## src/rtl/ghost_motion_unit_pkg.sv

```systemverilog
`default_nettype none
// ============================================================================
//  Module      : ghost_motion_unit_pkg
//  Description : Shared playfield geometry, direction codes and state encoding
//                used by the ghost motion unit.
//  Revision    : 1.0 - initial release
// ============================================================================
package ghost_motion_unit_pkg;

    // Playfield geometry and direction codes, same values as the shared defines
    localparam int WIDTH        = 640;
    localparam int HEIGHT       = 480;
    localparam int TILE_COL_NUM = 32;
    localparam int TILE_ROW_NUM = 24;

    localparam int X_W       = $clog2(WIDTH);
    localparam int Y_W       = $clog2(HEIGHT);
    localparam int WALL_BITS = TILE_ROW_NUM * TILE_COL_NUM;
    localparam int TIDX_W    = 8;

    localparam logic [1:0] DIR_UP    = 2'd0;
    localparam logic [1:0] DIR_DOWN  = 2'd1;
    localparam logic [1:0] DIR_LEFT  = 2'd2;
    localparam logic [1:0] DIR_RIGHT = 2'd3;

    typedef enum logic [1:0] {
        ST_IDLE   = 2'd0,
        ST_CHECK  = 2'd1,
        ST_MOVE   = 2'd2,
        ST_ARRIVE = 2'd3
    } gm_state_e;

    // Signed so that a step off the left/top edge is representable as -1
    typedef logic signed [TIDX_W-1:0] tile_idx_t;

    function automatic tile_idx_t tile_of(input int px, input int tile);
        return tile_idx_t'(px / tile);
    endfunction

endpackage
`default_nettype wire

```

## src/rtl/ghost_motion_unit_wall_lookup.sv

```systemverilog
`default_nettype none
// ============================================================================
//  Module      : ghost_wall_lookup
//  Description : Registered wall-bit select at a target tile plus a flag for
//                targets outside the legal box.
//  Revision    : 1.0 - initial release
// ============================================================================
module ghost_wall_lookup
    import ghost_motion_unit_pkg::*;
#(
    parameter int COL_MIN = 0,
    parameter int COL_MAX = TILE_COL_NUM - 1,
    parameter int ROW_MIN = 0,
    parameter int ROW_MAX = TILE_ROW_NUM - 1
) (
    input  logic                 clk,
    input  logic                 reset,
    input  logic                 sample_en,
    input  tile_idx_t            tgt_col,
    input  tile_idx_t            tgt_row,
    input  logic [WALL_BITS-1:0] tilemap_walls,
    output logic                 wall_hit,
    output logic                 out_of_bounds
);

    localparam int IDX_W = $clog2(WALL_BITS);

    // The legal box is also clipped to the map so the bit select never runs off
    localparam tile_idx_t LO_COL = tile_idx_t'((COL_MIN < 0) ? 0 : COL_MIN);
    localparam tile_idx_t HI_COL = tile_idx_t'((COL_MAX > TILE_COL_NUM - 1) ? TILE_COL_NUM - 1 : COL_MAX);
    localparam tile_idx_t LO_ROW = tile_idx_t'((ROW_MIN < 0) ? 0 : ROW_MIN);
    localparam tile_idx_t HI_ROW = tile_idx_t'((ROW_MAX > TILE_ROW_NUM - 1) ? TILE_ROW_NUM - 1 : ROW_MAX);

    logic             wall_q, wall_d;
    logic             oob_q, oob_d;
    logic             in_box;
    logic [IDX_W-1:0] bit_idx;

    always_comb begin
        wall_d  = wall_q;
        oob_d   = oob_q;
        in_box  = (tgt_col >= LO_COL) && (tgt_col <= HI_COL) &&
                  (tgt_row >= LO_ROW) && (tgt_row <= HI_ROW);
        bit_idx = '0;
        if (in_box) begin
            bit_idx = IDX_W'(int'(tgt_row) * TILE_COL_NUM + int'(tgt_col));
        end
        if (sample_en) begin
            oob_d  = !in_box;
            wall_d = in_box && tilemap_walls[bit_idx];
        end
    end

    always_ff @(posedge clk or negedge reset) begin
        if (!reset) begin
            wall_q <= 1'b0;
            oob_q  <= 1'b0;
        end else begin
            wall_q <= wall_d;
            oob_q  <= oob_d;
        end
    end

    assign wall_hit      = wall_q;
    assign out_of_bounds = oob_q;

endmodule
`default_nettype wire

```

## src/rtl/ghost_motion_unit.sv

```systemverilog
`default_nettype none
// ============================================================================
//  Module      : ghost_motion_unit
//  Description : Validates a ghost's requested next tile against walls and the
//                playfield box, then walks the sprite there on move ticks.
//  Revision    : 1.0 - initial release
// ============================================================================
module ghost_motion_unit
    import ghost_motion_unit_pkg::*;
#(
    parameter int TILE_SIZE = 20,
    parameter int STEP_PX   = 4,
    parameter int START_X   = 600,
    parameter int START_Y   = 320,
    parameter int BOUND_X0  = 0,
    parameter int BOUND_X1  = 620,
    parameter int BOUND_Y0  = 0,
    parameter int BOUND_Y1  = 460
) (
    input  logic                 clk,
    input  logic                 reset,
    input  logic                 move_tick,
    input  logic                 req_valid,
    output logic                 req_ready,
    input  logic [X_W-1:0]       req_x,
    input  logic [Y_W-1:0]       req_y,
    input  logic [1:0]           req_dir,
    input  logic [WALL_BITS-1:0] tilemap_walls,
    output logic [X_W-1:0]       x,
    output logic [Y_W-1:0]       y,
    output logic [X_W-1:0]       pix_x,
    output logic [Y_W-1:0]       pix_y,
    output logic [1:0]           direction,
    output logic                 arrive,
    output logic                 blocked
);

    localparam int STEPS = TILE_SIZE / STEP_PX;
    localparam int CNT_W = $clog2(STEPS + 1);

    localparam logic [CNT_W-1:0]      LAST_STEP = CNT_W'(STEPS - 1);
    localparam logic [X_W-1:0]        STEP_XV   = X_W'(STEP_PX);
    localparam logic [Y_W-1:0]        STEP_YV   = Y_W'(STEP_PX);
    localparam logic signed [X_W:0]   DX_TILE   = (X_W + 1)'(TILE_SIZE);
    localparam logic signed [Y_W:0]   DY_TILE   = (Y_W + 1)'(TILE_SIZE);
    localparam logic [X_W-1:0]        START_XV  = X_W'(START_X);
    localparam logic [Y_W-1:0]        START_YV  = Y_W'(START_Y);
    localparam tile_idx_t             START_COL = tile_of(START_X, TILE_SIZE);
    localparam tile_idx_t             START_ROW = tile_of(START_Y, TILE_SIZE);
    localparam tile_idx_t             ONE       = tile_idx_t'(1);
    localparam tile_idx_t             ZERO      = tile_idx_t'(0);

    gm_state_e        state_q, state_d;
    logic             phase_q, phase_d;
    logic [X_W-1:0]   x_q, x_d, pix_x_q, pix_x_d, req_x_q, req_x_d;
    logic [Y_W-1:0]   y_q, y_d, pix_y_q, pix_y_d, req_y_q, req_y_d;
    logic [1:0]       dir_q, dir_d, mv_dir_q, mv_dir_d, req_dir_q, req_dir_d;
    tile_idx_t        col_q, col_d, row_q, row_d;
    tile_idx_t        tgt_col_q, tgt_col_d, tgt_row_q, tgt_row_d;
    logic             legal_q, legal_d;
    logic [CNT_W-1:0] step_q, step_d;

    logic signed [X_W:0] dx;
    logic signed [Y_W:0] dy;
    logic                dx_pos, dx_neg, dx_zero, dy_pos, dy_neg, dy_zero;
    logic                legal_w;
    logic [1:0]          dir_w;
    tile_idx_t           tgt_col_w, tgt_row_w;
    logic                sample_en, wall_hit, out_of_bounds, reject;

    // Movement follows the deltas; the controller's hint is only captured
    logic unused_req_dir;
    assign unused_req_dir = ^req_dir_q;

    always_comb begin
        dx        = $signed({1'b0, req_x_q}) - $signed({1'b0, x_q});
        dy        = $signed({1'b0, req_y_q}) - $signed({1'b0, y_q});
        dx_pos    = (dx == DX_TILE);
        dx_neg    = (dx == -DX_TILE);
        dx_zero   = (dx == '0);
        dy_pos    = (dy == DY_TILE);
        dy_neg    = (dy == -DY_TILE);
        dy_zero   = (dy == '0);
        legal_w   = ((dx_pos || dx_neg) && dy_zero) || ((dy_pos || dy_neg) && dx_zero);
        dir_w     = DIR_DOWN;
        if (dx_pos)      dir_w = DIR_RIGHT;
        else if (dx_neg) dir_w = DIR_LEFT;
        else if (dy_neg) dir_w = DIR_UP;
        tgt_col_w = col_q + (dx_pos ? ONE : (dx_neg ? -ONE : ZERO));
        tgt_row_w = row_q + (dy_pos ? ONE : (dy_neg ? -ONE : ZERO));
    end

    assign sample_en = (state_q == ST_CHECK) && !phase_q;

    ghost_wall_lookup #(
        .COL_MIN (BOUND_X0 / TILE_SIZE),
        .COL_MAX (BOUND_X1 / TILE_SIZE),
        .ROW_MIN (BOUND_Y0 / TILE_SIZE),
        .ROW_MAX (BOUND_Y1 / TILE_SIZE)
    ) u_wall_lookup (
        .clk           (clk),
        .reset         (reset),
        .sample_en     (sample_en),
        .tgt_col       (tgt_col_w),
        .tgt_row       (tgt_row_w),
        .tilemap_walls (tilemap_walls),
        .wall_hit      (wall_hit),
        .out_of_bounds (out_of_bounds)
    );

    assign reject = !legal_q || wall_hit || out_of_bounds;

    always_comb begin
        state_d   = state_q;
        phase_d   = phase_q;
        x_d       = x_q;
        y_d       = y_q;
        pix_x_d   = pix_x_q;
        pix_y_d   = pix_y_q;
        req_x_d   = req_x_q;
        req_y_d   = req_y_q;
        req_dir_d = req_dir_q;
        dir_d     = dir_q;
        mv_dir_d  = mv_dir_q;
        col_d     = col_q;
        row_d     = row_q;
        tgt_col_d = tgt_col_q;
        tgt_row_d = tgt_row_q;
        legal_d   = legal_q;
        step_d    = step_q;
        req_ready = 1'b0;
        arrive    = 1'b0;
        blocked   = 1'b0;
        case (state_q)
            ST_IDLE: begin
                req_ready = 1'b1;
                if (req_valid) begin
                    req_x_d   = req_x;
                    req_y_d   = req_y;
                    req_dir_d = req_dir;
                    phase_d   = 1'b0;
                    state_d   = ST_CHECK;
                end
            end
            ST_CHECK: begin
                // First cycle classifies and samples the wall; second decides
                if (!phase_q) begin
                    legal_d   = legal_w;
                    mv_dir_d  = dir_w;
                    tgt_col_d = tgt_col_w;
                    tgt_row_d = tgt_row_w;
                    phase_d   = 1'b1;
                end else begin
                    phase_d = 1'b0;
                    if (reject) begin
                        blocked = 1'b1;
                        state_d = ST_IDLE;
                    end else begin
                        dir_d   = mv_dir_q;
                        step_d  = '0;
                        state_d = ST_MOVE;
                    end
                end
            end
            ST_MOVE: begin
                if (move_tick) begin
                    case (mv_dir_q)
                        DIR_UP:   pix_y_d = pix_y_q - STEP_YV;
                        DIR_DOWN: pix_y_d = pix_y_q + STEP_YV;
                        DIR_LEFT: pix_x_d = pix_x_q - STEP_XV;
                        default:  pix_x_d = pix_x_q + STEP_XV;
                    endcase
                    step_d = step_q + CNT_W'(1);
                    // Commit on the final tick so x/y change together with arrive
                    if (step_q == LAST_STEP) begin
                        x_d     = req_x_q;
                        y_d     = req_y_q;
                        col_d   = tgt_col_q;
                        row_d   = tgt_row_q;
                        state_d = ST_ARRIVE;
                    end
                end
            end
            ST_ARRIVE: begin
                arrive  = 1'b1;
                state_d = ST_IDLE;
            end
            default: state_d = ST_IDLE;
        endcase
    end

    always_ff @(posedge clk or negedge reset) begin
        if (!reset) begin
            state_q <= ST_IDLE;
        end else begin
            state_q <= state_d;
        end
    end

    always_ff @(posedge clk or negedge reset) begin
        if (!reset) begin
            phase_q   <= 1'b0;
            x_q       <= START_XV;
            y_q       <= START_YV;
            pix_x_q   <= START_XV;
            pix_y_q   <= START_YV;
            req_x_q   <= START_XV;
            req_y_q   <= START_YV;
            req_dir_q <= DIR_DOWN;
            dir_q     <= DIR_DOWN;
            mv_dir_q  <= DIR_DOWN;
            col_q     <= START_COL;
            row_q     <= START_ROW;
            tgt_col_q <= START_COL;
            tgt_row_q <= START_ROW;
            legal_q   <= 1'b0;
            step_q    <= '0;
        end else begin
            phase_q   <= phase_d;
            x_q       <= x_d;
            y_q       <= y_d;
            pix_x_q   <= pix_x_d;
            pix_y_q   <= pix_y_d;
            req_x_q   <= req_x_d;
            req_y_q   <= req_y_d;
            req_dir_q <= req_dir_d;
            dir_q     <= dir_d;
            mv_dir_q  <= mv_dir_d;
            col_q     <= col_d;
            row_q     <= row_d;
            tgt_col_q <= tgt_col_d;
            tgt_row_q <= tgt_row_d;
            legal_q   <= legal_d;
            step_q    <= step_d;
        end
    end

    assign x         = x_q;
    assign y         = y_q;
    assign pix_x     = pix_x_q;
    assign pix_y     = pix_y_q;
    assign direction = dir_q;

endmodule
`default_nettype wire

```

## config.mk

```make
export PLATFORM = sky130hd
export DESIGN_NAME = ghost_motion_unit
export DESIGN_NICKNAME = d
export VERILOG_FILES = /design/src/rtl/ghost_motion_unit_pkg.sv /design/src/rtl/ghost_motion_unit_wall_lookup.sv /design/src/rtl/ghost_motion_unit.sv
export SDC_FILE = /design/constraint.sdc
export NUM_CORES = 1
export LEC_CHECK = 0
export ABC_AREA = 1
export BUFFER_PORTS_ARGS = -buffer_cell sky130_fd_sc_hd__buf_2
export CAP_MARGIN = 20
export CORE_AREA = 2 2 325 327
export DETAILED_ROUTE_END_ITERATION = 8
export DIE_AREA = 0 0 327 329
export GPL_TIMING_DRIVEN = 0
export SLEW_MARGIN = 20
export SYNTH_ARGS = -nofsm -noshare
export SYNTH_HDL_FRONTEND = slang
export SYNTH_SLANG_ARGS = --single-unit
```

## constraint.sdc

```tcl
create_clock -name clk -period 7.2 [get_ports clk]
set_clock_uncertainty 0.2 [all_clocks]
set_input_delay 1.44 -clock clk [delete_from_list [all_inputs] [get_ports clk]]
set_output_delay 1.44 -clock clk [all_outputs]
set_load 0.005 [all_outputs]
```

==> results of run 1 <==
[Yosys cell counts, types with 3 or more instances]
cell type | n | area [um^2]
a22oi_1 | 6 | 45.0
buf_4 | 21 | 158
nand3b_1 | 4 | 30.0
xnor2_1 | 8 | 70.1
xor2_1 | 14 | 123
ha_1 | 50 | 626
fa_1 | 5 | 100
nand4_1 | 18 | 113
nor3_1 | 3 | 15.0
a21oi_1 | 42 | 210
dfstp_2 | 30 | 788
mux2_2 | 30 | 338
o21ai_0 | 70 | 350
nand3_1 | 712 | 3560
buf_1 | 11 | 41.3
inv_1 | 196 | 736
a31oi_1 | 3 | 18.8
nand2_1 | 1058 | 3970
inv_2 | 3 | 11.3
buf_6 | 3 | 33.8
buf_2 | 92 | 460
clkbuf_1 | 52 | 195
o211ai_1 | 6 | 45.0
dfrtp_1 | 68 | 1700
nor2_1 | 71 | 267
o21ai_1 | 5 | 25.0
[stage by stage]
stage / worst slack, ps / TNS [ps] / hold WS (ps) / utilization, %
5_1_grt: -24.1 / -24.1 / 296 / 20.3
3_3_place_gp: -1950 / -1950 / 250 / 19.3
2_1_floorplan: 1950 / 0 / 234 / -
6_report: 441 / 0 / 277 / 20.3
4_1_cts: 3.05 / 0 / 273 / 20.1
3_5_place_dp: -1340 / -1340 / 264 / 19.4
[routing by layer]
| layer | vias up | GRT usage (%) | wire [um] |
|---|---|---|---|
| met4 | 16 | 8.54 | 5520 |
| met2 | 1323 | 42.0 | 65000 |
| met1 | 10600 | 29.9 | 55300 |
| met3 | 212 | 4.00 | 10700 |
| met5 | - | 0 | 107 |
| li1 | 10300 | - | - |
[kinds of logic (layout without fill, tap and decap cells)]
logic type,count (synthesis),after routing,share of synthesized area (%)
AND/OR/NAND/NOR,1881,1881,56.7
buffers and inverters,379,1239,11.5
AO/OA/AOI/OAI,143,143,5.46
flip-flops,98,98,17.4
adder cells (fa/ha/maj),55,55,5.09
multiplexers,30,30,2.37
XOR/XNOR,23,23,1.46
other,1,23,0.0263
[worst register-to-register path: cells and delay by family (launching register included)]
family	cells	cell delay [ps]
AOI/OAI and AO/OA	2	230
xor gates and xnor gates	1	200
and+or+nand+nor	27	3250
buffers and inverters	9	1300
DFF	1	540
adders and majority gates	3	900
[flip-flops by register name, indices dropped and copies added (netlist names), named ones only]
name / cells
col_q: 8
direction: 2
legal_q: 1
mv_dir_q: 2
phase_q: 1
pix_x: 8
pix_y: 7
req_x_q: 10
req_y_q: 9
row_q: 8
state_q: 1
step_q: 3
tgt_col_q: 8
tgt_row_q: 8
u_wall_lookup.out_of_bounds: 1
u_wall_lookup.wall_hit: 1
x: 10
y: 9
[layout make-up]
type / instances / area share, %
plain buffers: 179 / 5.37
diodes: 19 / 0.224
inverters: 200 / 3.54
repair buffers: 844 / 20.4
multi-input cells: 2136 / 49.1
flip-flops and latches: 98 / 11.7
clock buffers: 11 / 1.19
well taps: 1391 / 8.20
clock inverters: 5 / 0.183
[what timing repair did]
item                                    CTS  global route
pin swaps                                 5             8
buffers inserted                          6             4
hold buffers                              0             0
gates resized for setup                 122            43
endpoints found under the setup margin    1             1
[report_power, final]
| part | switching (mW) | leakage, nW | internal, mW |
|---|---|---|---|
| Combinational | 0.660 | 10.2 | 0.467 |
| Clock | 0.236 | 0.130 | 0.255 |
| Sequential | 0.0759 | 1.14 | 0.659 |
| Total | 0.972 | 11.5 | 1.38 |
[path summary, 6_finish.rpt]
check,from,end,slack (ps),cells past startpoint
max in group asynchronous,reset,pix_y[6]$_DFFE_PN1P_,5390,2
min in group asynchronous,reset,req_x_q[2]$_DFFE_PN0P_,720,1
worst max-delay path,x[3]$_DFFE_PN1P_,u_wall_lookup.wall_hit$_DFFE_PN0P_,440,42
worst min-delay path,step_q[2]$_DFFE_PN0P_,step_q[2]$_DFFE_PN0P_,280,1
worst min register to register,step_q[2]$_DFFE_PN0P_,step_q[2]$_DFFE_PN0P_,280,1
worst max register to register,x[3]$_DFFE_PN1P_,u_wall_lookup.wall_hit$_DFFE_PN0P_,440,42
==> results.ini, run 1 <==
[routing]
viasPerCell = 4.59
dr.pass1.iters = 5
drc = 0
avgRoutedWirePerCell_um = 28.0
vias = 22400
routed_wl_um = 137000
drt_iter0_drc = 2033
ant_nets = 0

[worst_hold_path]
holdCritPathClass = register to register

[clocking]
tritoncts.num_buffers = 9
root_buffer = clkbuf_16
ctsHtreeMaxLevel = 3
clk_pin_slew_ps = 80
cts_sinks = 98
cts_tree = yes
clockBufferDepth = 2
clk_latency_ps = 360

[global_routing]
antenna_found_initial = 39
grt_pass1_wl_um = 176000
grt_max_degree = 80
grt.overflow.total = 0
track_usage_pct = 24.1
grt_pass1_vias = 21100

[placement]
dp_hpwl_um = 113000
dpl_cell_area_mm2 = 0.0203
dp.cells = 4838
portBuffers = 829
gp_congestion = 0.971

[yosys]
avgSynthCellArea_um2 = 5.47
synth-main-ff-cell = dfrtp_1
ys_warn_count = 0
synth_seq_cells = 98
ys_types = 46
synth_edf_count = 0
ys_async_sr_fraction_pct = 100
syn_area_mm2 = 0.0143
synth_seq_area_share_pct = 17.4
synth_cells = 2610

[floorplanning]
initial_core_util_pct = 13.7
num_rows = 119
core-area_mm2 = 0.104
die-area_mm2 = 0.108
fp.dieW_um = 327
boundaryPins = 836
dieHeight_um = 329

[layout]
fin_nets = 4316
final_cell_count_no_fill = 4883
fin_area_mm2 = 0.0212
drive_gt1_share_pct = 32.7
regArea_mm2 = 0.00249
most-common-layout-cells = nand2_1, buf_2, nand3_1
area_delta_synth_final_pct = 48.8
num-fill-cells = 12300
final_common_cell = nand2_1
multi_input_area_mm2 = 0.0104

[worst_setup_path]
worst_path_max_delay_cell = dfstp_2
critPathTopFamily = simple AND/OR/NAND/NOR gates
worstPathArrival_ps = 6810
end_kind = register
crit_fanout = 10
path_buf_inv = 9
cp_slowest_stage_delay_ps = 540
crit_path_start_kind = register
cp.required_ps = 7250
worst-setup-path-type = register to register
cp_common_cell = nand2_1

[run]
cap_violations = 0

[sta]
max_freq_mhz = 148
post-route-period-util_pct = 93.9
setup_viol = 0
worst_pin_slew_ps = 1120
slew_violations = 0
finalCriticalPeriod_ps = 6760
finalHoldViolations = 0
slew_headroom_pct = 25.3

[power]
cellLeakagePower_nw = 11.5
vdd_ir_drop_max_uv = 119
power_mw = 2.35
power_density_mw_per_mm2 = 111

[status]
status = complete, no violations

No activity file was read; power rests on OpenSTA's default activity.
==> inputs of run 2 (changes only) <==
--- a/config.mk
+++ b/config.mk
@@ -5,12 +5,11 @@
 export SDC_FILE = /design/constraint.sdc
 export NUM_CORES = 1
 export LEC_CHECK = 0
-export ABC_AREA = 1
 export BUFFER_PORTS_ARGS = -buffer_cell sky130_fd_sc_hd__buf_2
 export CAP_MARGIN = 20
-export CORE_AREA = 2 2 325 327
+export CORE_AREA = 2 2 321 323
 export DETAILED_ROUTE_END_ITERATION = 8
-export DIE_AREA = 0 0 327 329
+export DIE_AREA = 0 0 323 325
 export GPL_TIMING_DRIVEN = 0
 export SLEW_MARGIN = 20
 export SYNTH_ARGS = -nofsm -noshare
==> results.ini, run 2 <==
[worst_setup_path]
r2r_cells = 27
startpoint = x[3]$_DFFE_PN1P_
cp_slowest_stage_delay_ps = 750
reg2reg_to = u_wall_lookup.wall_hit$_DFFE_PN0P_
worst-setup-path-type = register to register
critPathTopFamily = buffers and inverters
cp_common_cell = clkbuf_2
end_kind = register
crit_fanout = 10
path_buf_inv = 8
worstPathArrival_ps = 7760
r2r-start = x[3]$_DFFE_PN1P_
crit_path_start_kind = register
worst_path_max_delay_cell = clkbuf_2
rrSetupSlack_ps = -500
cp.required_ps = 7260

[routing]
routed_wl_um = 156000
drc = 0
drt_iter0_drc = 2462
dr.pass1.iters = 6
viasPerCell = 5.16
avgRoutedWirePerCell_um = 37.1
ant_nets = 0
vias = 21700

[clocking]
cts_tree = yes
clk_latency_ps = 370
clk_pin_slew_ps = 90
cts_sinks = 98
hold_buffers = 0
clockBufferDepth = 2
root_buffer = clkbuf_16
ctsHtreeMaxLevel = 3
tritoncts.num_buffers = 9

[worst_hold_path]
holdCritPathClass = register to register
holdCritStartpoint = tgt_row_q[4]$_DFFE_PN1P_
worstHoldPathCells = 2
hold_end = tgt_row_q[4]$_DFFE_PN1P_

[sta]
worst_pin_slew_ps = 1160
slew_violations = 0
whs_ps = 267
max_freq_mhz = 130
post-route-period-util_pct = 107
finalHoldViolations = 0
rsz0062_at_grt = true
setup_viol = 1
finalCriticalPeriod_ps = 7700
slew_headroom_pct = 22.7
setup_slack_ps = -497

[layout]
most-common-layout-cells = buf_2, nand2_1, nand3_1
final_common_cell = buf_2
area_delta_synth_final_pct = 68.4
num-fill-cells = 11500
fin_area_mm2 = 0.0229
drive_gt1_share_pct = 49.6
regArea_mm2 = 0.00249
fin_nets = 3611
multi_input_area_mm2 = 0.0116

[yosys]
avgSynthCellArea_um2 = 7.53
synth_seq_area_share_pct = 18.3
synth_area_leaders = dfrtp_1, mux2i_1, nand2_1
yosysMostFrequentCell = nand2_1
synth_cells = 1805
ys_async_sr_fraction_pct = 100
synth_top_cell_area_share_pct = 12.5
synth_edf_count = 0
synth_commonest_cells = nand2_1, nand3_1, o21ai_0
synth_seq_cells = 98
ys_types = 93
syn_area_mm2 = 0.0136
synth_largest_area_cell = dfrtp_1
ys_warn_count = 0
synth-main-ff-cell = dfrtp_1

[floorplanning]
num_rows = 117
boundaryPins = 836
fp.dieW_um = 323
initial_core_util_pct = 13.4
core-area_mm2 = 0.101
dieHeight_um = 325
die-area_mm2 = 0.105

[global_routing]
track_usage_pct = 28.1
grt_pass1_vias = 20400
grt.overflow.total = 0
grt_max_degree = 79
grt_pass1_wl_um = 195000
antenna_found_initial = 122

[placement]
dp_hpwl_um = 128000
portBuffers = 829
gp_congestion = 0.986
dpl_cell_area_mm2 = 0.0199

[run]
cap_violations = 0

[power]
power_density_mw_per_mm2 = 134
cellLeakagePower_nw = 9.88
vdd_ir_drop_max_uv = 127

[status]
violations = setup timing
status = finished, violations left

==> run 2: metrics by stage <==
stage                     TNS [ps]  utilization [%]  power, mW  worst slack [ps]  cells
after floorplan                  0                -       1.65               533   1808
after global placement       -4780             19.2       2.31             -4400   4005
after detailed placement     -3100             19.6       2.35             -3050   4029
after CTS                     -710             21.3       2.94              -710   4094
after global routing          -569             22.5       3.26              -569   4154
final                         -497             22.6       3.08              -497   4197
==> run 2: how the worst max path moves through the flow <==
stage	to	slack, ps	depth (start not counted)
after CTS	u_wall_lookup.wall_hit$_DFFE_PN0P_	-710	35
after global routing	u_wall_lookup.wall_hit$_DFFE_PN0P_	-570	34
final	u_wall_lookup.wall_hit$_DFFE_PN0P_	-500	27
after floorplan	u_wall_lookup.wall_hit$_DFFE_PN0P_	530	32
after detailed placement	u_wall_lookup.wall_hit$_DFFE_PN0P_	-3050	33
after global placement	u_wall_lookup.wall_hit$_DFFE_PN0P_	-4400	24
==> run 2: area by class of cell <==
cell class | count | area share, %
Multi-Input combinational cell | 1522 | 50.6
Timing Repair Buffer | 947 | 23.1
Sequential cell | 98 | 10.9
Tap cell | 1368 | 7.48
Buffer | 132 | 5.05
Clock buffer | 9 | 0.984
Inverter | 53 | 0.869
Antenna cell | 61 | 0.667
Clock inverter | 7 | 0.344
==> run 2: per-layer routing <==
metal,share of wire [%],track usage [%],vias up
li1,-,-,8897
met1,38,34.2,10400
met2,44,43.2,1824
met3,12,10.2,445
met4,6.2,14.6,60
met5,0.25,0,-
==> run 2: kinds of logic (layout without fill, tap and decap cells) <==
| logic type | count (synthesis) | count (layout) | synth area share [%] |
|---|---|---|---|
| AOI/OAI and AO/OA | 554 | 554 | 28.5 |
| adders and majority gates | 55 | 55 | 5.34 |
| muxes | 198 | 198 | 15.7 |
| other | 1 | 65 | 0.0276 |
| and+or+nand+nor | 672 | 672 | 23.4 |
| buffers and inverters | 188 | 1148 | 6.19 |
| xor gates and xnor gates | 39 | 39 | 2.57 |
| DFF | 98 | 98 | 18.3 |
==> run 2: where the power goes <==
| group | switching [mW] | internal (mW) | total [mW] | leakage, nW |
|---|---|---|---|---|
| clock | 0.269 | 0.249 | 0.518 | 0.149 |
| sequential | 0.126 | 0.704 | 0.830 | 1.16 |
| combinational | 0.971 | 0.756 | 1.73 | 8.58 |
==> run 2: repair_timing <==
action                                  CTS  global route
buffers inserted                         50            43
cloned                                    0             1
endpoints found under the setup margin    3             1
resized for setup                       225           167
pin swaps                                37            53
==> run 2: worst min-delay path, cell delays in order, from the launching register on <==
cell and delay (ps):
dfstp_2 380, nand2_1 50, nand2_1 50
